--- src/rtl/dual_port_ram_ctrl.sv ---
`default_nettype none
// +--------------------------------------------------------------------------+
// | Module   : dual_port_ram_ctrl                                            |
// | Purpose  : True dual-port RAM with post-reset clear, valid/ready ports,  |
// |            registered reads and port-A-wins write collision handling.    |
// | Revision : 1.0 - initial release                                         |
// +--------------------------------------------------------------------------+
module dual_port_ram_ctrl #(
   parameter int                    DATA_WIDTH = 8,
   parameter int                    ADDR_WIDTH = 4,
   parameter logic [DATA_WIDTH-1:0] INIT_VALUE = '0
) (
   input  logic                  clk,
   input  logic                  rst_n,
   input  logic                  a_valid,
   input  logic                  a_wr,
   input  logic [ADDR_WIDTH-1:0] a_addr,
   input  logic [DATA_WIDTH-1:0] a_wdata,
   output logic                  a_ready,
   output logic [DATA_WIDTH-1:0] a_rdata,
   output logic                  a_rvalid,
   input  logic                  b_valid,
   input  logic                  b_wr,
   input  logic [ADDR_WIDTH-1:0] b_addr,
   input  logic [DATA_WIDTH-1:0] b_wdata,
   output logic                  b_ready,
   output logic [DATA_WIDTH-1:0] b_rdata,
   output logic                  b_rvalid,
   output logic                  init_done,
   output logic                  collision,
   output logic [7:0]            coll_cnt
);

   localparam int                    c_DEPTH     = 2 ** ADDR_WIDTH;
   localparam logic [ADDR_WIDTH-1:0] c_LAST_ADDR = '1;

   typedef enum logic [0:0] {
      ST_INIT = 1'b0,
      ST_RUN  = 1'b1
   } state_t;

   state_t                  r_state;
   state_t                  w_state_next;
   logic [ADDR_WIDTH-1:0]   r_ptr;
   logic [DATA_WIDTH-1:0]   r_mem [c_DEPTH];
   logic [DATA_WIDTH-1:0]   r_a_rdata;
   logic [DATA_WIDTH-1:0]   r_b_rdata;
   logic                    r_a_rvalid;
   logic                    r_b_rvalid;
   logic                    r_collision;
   logic [7:0]              r_coll_cnt;

   logic w_run;
   logic w_a_we;
   logic w_a_re;
   logic w_b_we;
   logic w_b_re;
   logic w_wcoll;

   always_ff @(posedge clk or negedge rst_n) begin
      if (!rst_n) begin
         r_state <= ST_INIT;
         r_ptr   <= '0;
      end else begin
         r_state <= w_state_next;
         if (r_state == ST_INIT) begin
            r_ptr <= r_ptr + 1'b1;
         end
      end
   end

   always_comb begin
      w_state_next = r_state;
      if ((r_state == ST_INIT) && (r_ptr == c_LAST_ADDR)) begin
         w_state_next = ST_RUN;
      end
   end

   assign w_run   = (r_state == ST_RUN);
   assign w_a_we  = w_run & a_valid & a_wr;
   assign w_a_re  = w_run & a_valid & ~a_wr;
   assign w_b_we  = w_run & b_valid & b_wr;
   assign w_b_re  = w_run & b_valid & ~b_wr;
   assign w_wcoll = w_a_we & w_b_we & (a_addr == b_addr);

   // Port A is written last so it wins a same-address write-write.
   always_ff @(posedge clk) begin
      if (!w_run) begin
         r_mem[r_ptr] <= INIT_VALUE;
      end else begin
         if (w_b_we && !w_wcoll) begin
            r_mem[b_addr] <= b_wdata;
         end
         if (w_a_we) begin
            r_mem[a_addr] <= a_wdata;
         end
      end
   end

   // Reads sample the pre-edge array contents, giving read-first behaviour.
   always_ff @(posedge clk or negedge rst_n) begin
      if (!rst_n) begin
         r_a_rdata   <= '0;
         r_b_rdata   <= '0;
         r_a_rvalid  <= 1'b0;
         r_b_rvalid  <= 1'b0;
         r_collision <= 1'b0;
         r_coll_cnt  <= '0;
      end else begin
         r_a_rvalid  <= w_a_re;
         r_b_rvalid  <= w_b_re;
         r_collision <= w_wcoll;
         if (w_a_re) begin
            r_a_rdata <= r_mem[a_addr];
         end
         if (w_b_re) begin
            r_b_rdata <= r_mem[b_addr];
         end
         if (w_wcoll && (r_coll_cnt != 8'hFF)) begin
            r_coll_cnt <= r_coll_cnt + 8'd1;
         end
      end
   end

   assign a_ready   = w_run;
   assign b_ready   = w_run;
   assign init_done = w_run;
   assign a_rdata   = r_a_rdata;
   assign b_rdata   = r_b_rdata;
   assign a_rvalid  = r_a_rvalid;
   assign b_rvalid  = r_b_rvalid;
   assign collision = r_collision;
   assign coll_cnt  = r_coll_cnt;

endmodule
`default_nettype wire

--- config.mk ---
export PLATFORM = sky130hd
export DESIGN_NAME = dual_port_ram_ctrl
export DESIGN_NICKNAME = d
export VERILOG_FILES = /design/src/rtl/dual_port_ram_ctrl.sv
export SDC_FILE = /design/constraint.sdc
export NUM_CORES = 1
export LEC_CHECK = 0
export CORE_MARGIN = 3
export CORE_UTILIZATION = 29
export DETAILED_ROUTE_END_ITERATION = 12
export GPL_TIMING_DRIVEN = 0
export PLACE_DENSITY = 0.5
export SETUP_SLACK_MARGIN = 0.4
export SYNTH_ARGS = -nofsm -noshare
export SYNTH_HDL_FRONTEND = slang
export SYNTH_SLANG_ARGS = --single-unit
--- constraint.sdc ---
create_clock -name clk -period 7.05 [get_ports clk]
set_clock_uncertainty 0.1 [all_clocks]
set_input_delay 1.7625 -clock clk [delete_from_list [all_inputs] [get_ports clk]]
set_output_delay 1.7625 -clock clk [all_outputs]
set_load 0.01 [all_outputs]
==> run metrics <==
total global routing overflow 0; Slew HR around 5.1%; part of the cycle the worst path needs 71.8%; fin crit period approximately 5.1 ns; I/O pin count 60; commonest register cell after synthesis sky130_fd_sc_hd__edfxtp_1; vias after detailed routing between 7k and 8k; run status completed; source-to-sink clock delay at the later pin of the worst-skew pair roughly 0.43 ns; hold-fix buffer count after cts 0; effective utilization at floorplan ~30%; Clock Sink Count 160; worst slack after detailed placement 1.62 ns; commonest non-fill, non-tap cell in the layout sky130_fd_sc_hd__edfxtp_1; Post CTS Setup Buffer Count 0; number of antenna violations at the first check in global routing 0; area growth from synthesis to final layout 17.1%; Area contributors post-synth sky130_fd_sc_hd__edfxtp_1 (42%), sky130_fd_sc_hd__dfrtp_1 (8.7%), sky130_fd_sc_hd__mux2_2 (7.1%); Detailed Routing Iterations Pass 1 5; hold_sp b_rdata[6]; final number of max-transition violations 0; buffer levels on the longest clock path 2; combinational power share 12.1%; most used cells in the layout excluding fill and tap cells sky130_fd_sc_hd__edfxtp_1 (128), sky130_fd_sc_hd__nand2_1 (125), sky130_fd_sc_hd__o21ai_0 (103); startpoint of the worst register-to-register path a_ready; Final nets approximately 940; async set or reset register ratio after synthesis around 20%; post-synthesis xor/xnor area fraction under 10%; net count after synthesis 866; mean number of vias per cell 5.61; number of global-route vias before repair 7199; number of instances in the synthesized netlist roughly 830; number of enable-type register cells in the synthesized netlist approximately 130; Clock Power Share between 40% and 50%; Hold Fails Final Rpt 0; clock tree from TritonCTS yes; share of synthesized cell area in full adder, half adder and majority cells less than 1%; crit-path max FO 10; DRC violations left 0; net switching power 612 uW; fraction of synthesized cell area taken by the top area cell type a little over 40%; Routed WL 33.2 mm; Mean Syn Cell Area approximately 11 um2; number of register bits inferred by synthesis 160; number of standard-cell rows in the floorplan 64; final design instance area without fill 10800 um2; overall die height between 150 and 200 um; Max Cap Viol 0; unrepaired setup endpoints after global routing false; WS Path Type in2reg; type of element launching the critical path input port; static leakage 0.00390 uW; share of the yosys chip area belonging to registers ~50%; Gates resized, CTS repair 0; portion of total power attributed to sequential cells between 40% and 50%; # setup viols final 0; clock-pin slew of the registers on the worst-case setup and hold paths 0.07 ns; Critical Path RT approximately 7 ns; Root Buffer Master sky130_fd_sc_hd__clkbuf_16; count of unique library cells instantiated by Yosys 56; dominant combinational cell family by area after synthesis multiplexers; Power Dens Cells roughly 210 nW/um2; CP Capture Type flip-flop; wire length of the first global-routing pass between 40 and 50 mm; internal power approximately 1600 uW; cell count of the worst reg-to-reg path 5; synthesis warning total 0; TritonCTS Buffers 17; number of antenna repair diodes 0; worst IR drop on VDD around 0.13 mV; overall track demand over capacity in global routing around 20%; final setup margin about 2.0 ns; number of cells on the worst hold path 1; fraction of synthesized area in multiplexers 15.7%; slew at the pin closest to its max-slew limit around 1.4 ns; Total Die Area approximately 34000 um2; Area after DPL slightly above 10000 um2; final setup TNS 0 ns; HPWL after detailed placement about 25 mm; residual antenna-violating net count after detailed routing 0; number of H-tree levels 4; initial detailed-routing violation count approximately 760; overall power consumption about 2300 uW; simple-gate portion of the synthesized area 13.1%; placeable core region 31000 um2; complex-gate fraction of the synthesized area between 10% and 20%; arrival time at the worst endpoint around 5 ns; launching instance or port of the critical path b_addr[3]; Syn Std Cell Area around 9200 um2; achievable clock frequency 198 MHz; worst min-delay path category reg2reg; net switching share of the total power 27.1%; final weighted congestion of routability-driven global placement 0.905; Die W 185 um; layout cells sized above 1 a little under a fifth; port buffer count 50; post-detailed-route wirelength per cell roughly 25 um; largest area contributor in the synthesized netlist sky130_fd_sc_hd__edfxtp_1; maximum number of pins on one net before global-route repair 33
power groups by stage:
stage,clock (uW),combinational (uW),sequential (uW)
after floorplan,0,141,1080
after global placement,0,269,1070
after detailed placement,0,272,1070
after CTS,934,272,1050
after global routing,975,292,1050
final,930,274,1050
logic make-up (layout without fill, tap and decap cells):
family | after synthesis | after routing
compound gates | 216 | 216
xor+xnor | 12 | 12
fa+ha+maj | 2 | 2
buf+inv | 86 | 169
flops | 160 | 160
mux | 111 | 111
simple gates | 247 | 247
critical path, stage by stage:
cell and delay, ns:
sky130_fd_sc_hd__clkdlybuf4s50_1 0.51, sky130_fd_sc_hd__buf_2 0.30, sky130_fd_sc_hd__buf_2 0.32, sky130_fd_sc_hd__buf_1 0.56, sky130_fd_sc_hd__nand4_1 0.36, sky130_fd_sc_hd__o21ai_0 1.17
synthesized netlist by cell type (all sizes together) (2+ instances only):
| library cell | count |
|---|---|
| a211o | 2 |
| xor2 | 3 |
| buf | 36 |
| nor3 | 9 |
| o2bb2ai | 32 |
| a221o | 16 |
| edfxtp | 128 |
| o211ai | 3 |
| nand4b | 2 |
| nand2 | 125 |
| nor2b | 10 |
| o22ai | 21 |
| clkbuf | 45 |
| nor4 | 18 |
| and3 | 2 |
| inv | 5 |
| ha | 2 |
| a22o | 7 |
| mux2i | 30 |
| xnor2 | 9 |
| mux2 | 60 |
| or3 | 4 |
| nor2 | 34 |
| nand2b | 13 |
| a221oi | 7 |
| or2 | 4 |
| o221ai | 3 |
| a211oi | 8 |
| nand3 | 15 |
| nand4 | 5 |
| and2 | 2 |
| dfrtp | 32 |
| mux4 | 21 |
| o21ai | 112 |
worst paths after layout:
check | end | slack (ns)
max in group asynchronous | b_rdata[6] | 5.09
min | b_rdata[6] | 0.42
max | r_mem[15][1] | 1.99
min in group asynchronous | a_rdata[6] | 1.29
max reg2reg | r_mem[15][1] | 3.66
min reg2reg | b_rdata[6] | 0.42
layer usage:
metal | GRT usage (%) | share of wire [%]
met5 | 0 | 0
met4 | 5.93 | 2.3
met3 | 5.03 | 8.8
met2 | 30.1 | 45
met1 | 26.9 | 44
registers in the layout, summed over array words and instances, names as in the netlist:
| signal | flops |
|---|---|
| collision | 1 |
| b_rdata | 8 |
| r_ptr | 4 |
| a_rvalid | 1 |
| r_mem | 128 |
| b_rvalid | 1 |
| a_ready | 1 |
| a_rdata | 8 |
| coll_cnt | 8 |
area by class of cell:
class,count,area (um2)
fill,3039,20200
sequential,160,4640
multi-input combinational,588,4210
timing repair buffer,51,503
tap,396,495
clock buffer,17,425
buffer,81,372
clock inverter,15,156
inverter,5,18.8
stage by stage:
step / utilization, % / hold WS (ns) / std cells
after floorplan: - / 0.417 / 834
after detailed placement: 33.0 / 0.407 / 1280
after global placement: 33.0 / 0.391 / 1280
after global routing: 34.9 / 0.450 / 1313
final: 34.9 / 0.417 / 1313
after CTS: 34.9 / 0.424 / 1312
Power figures use the tool's default switching activity.
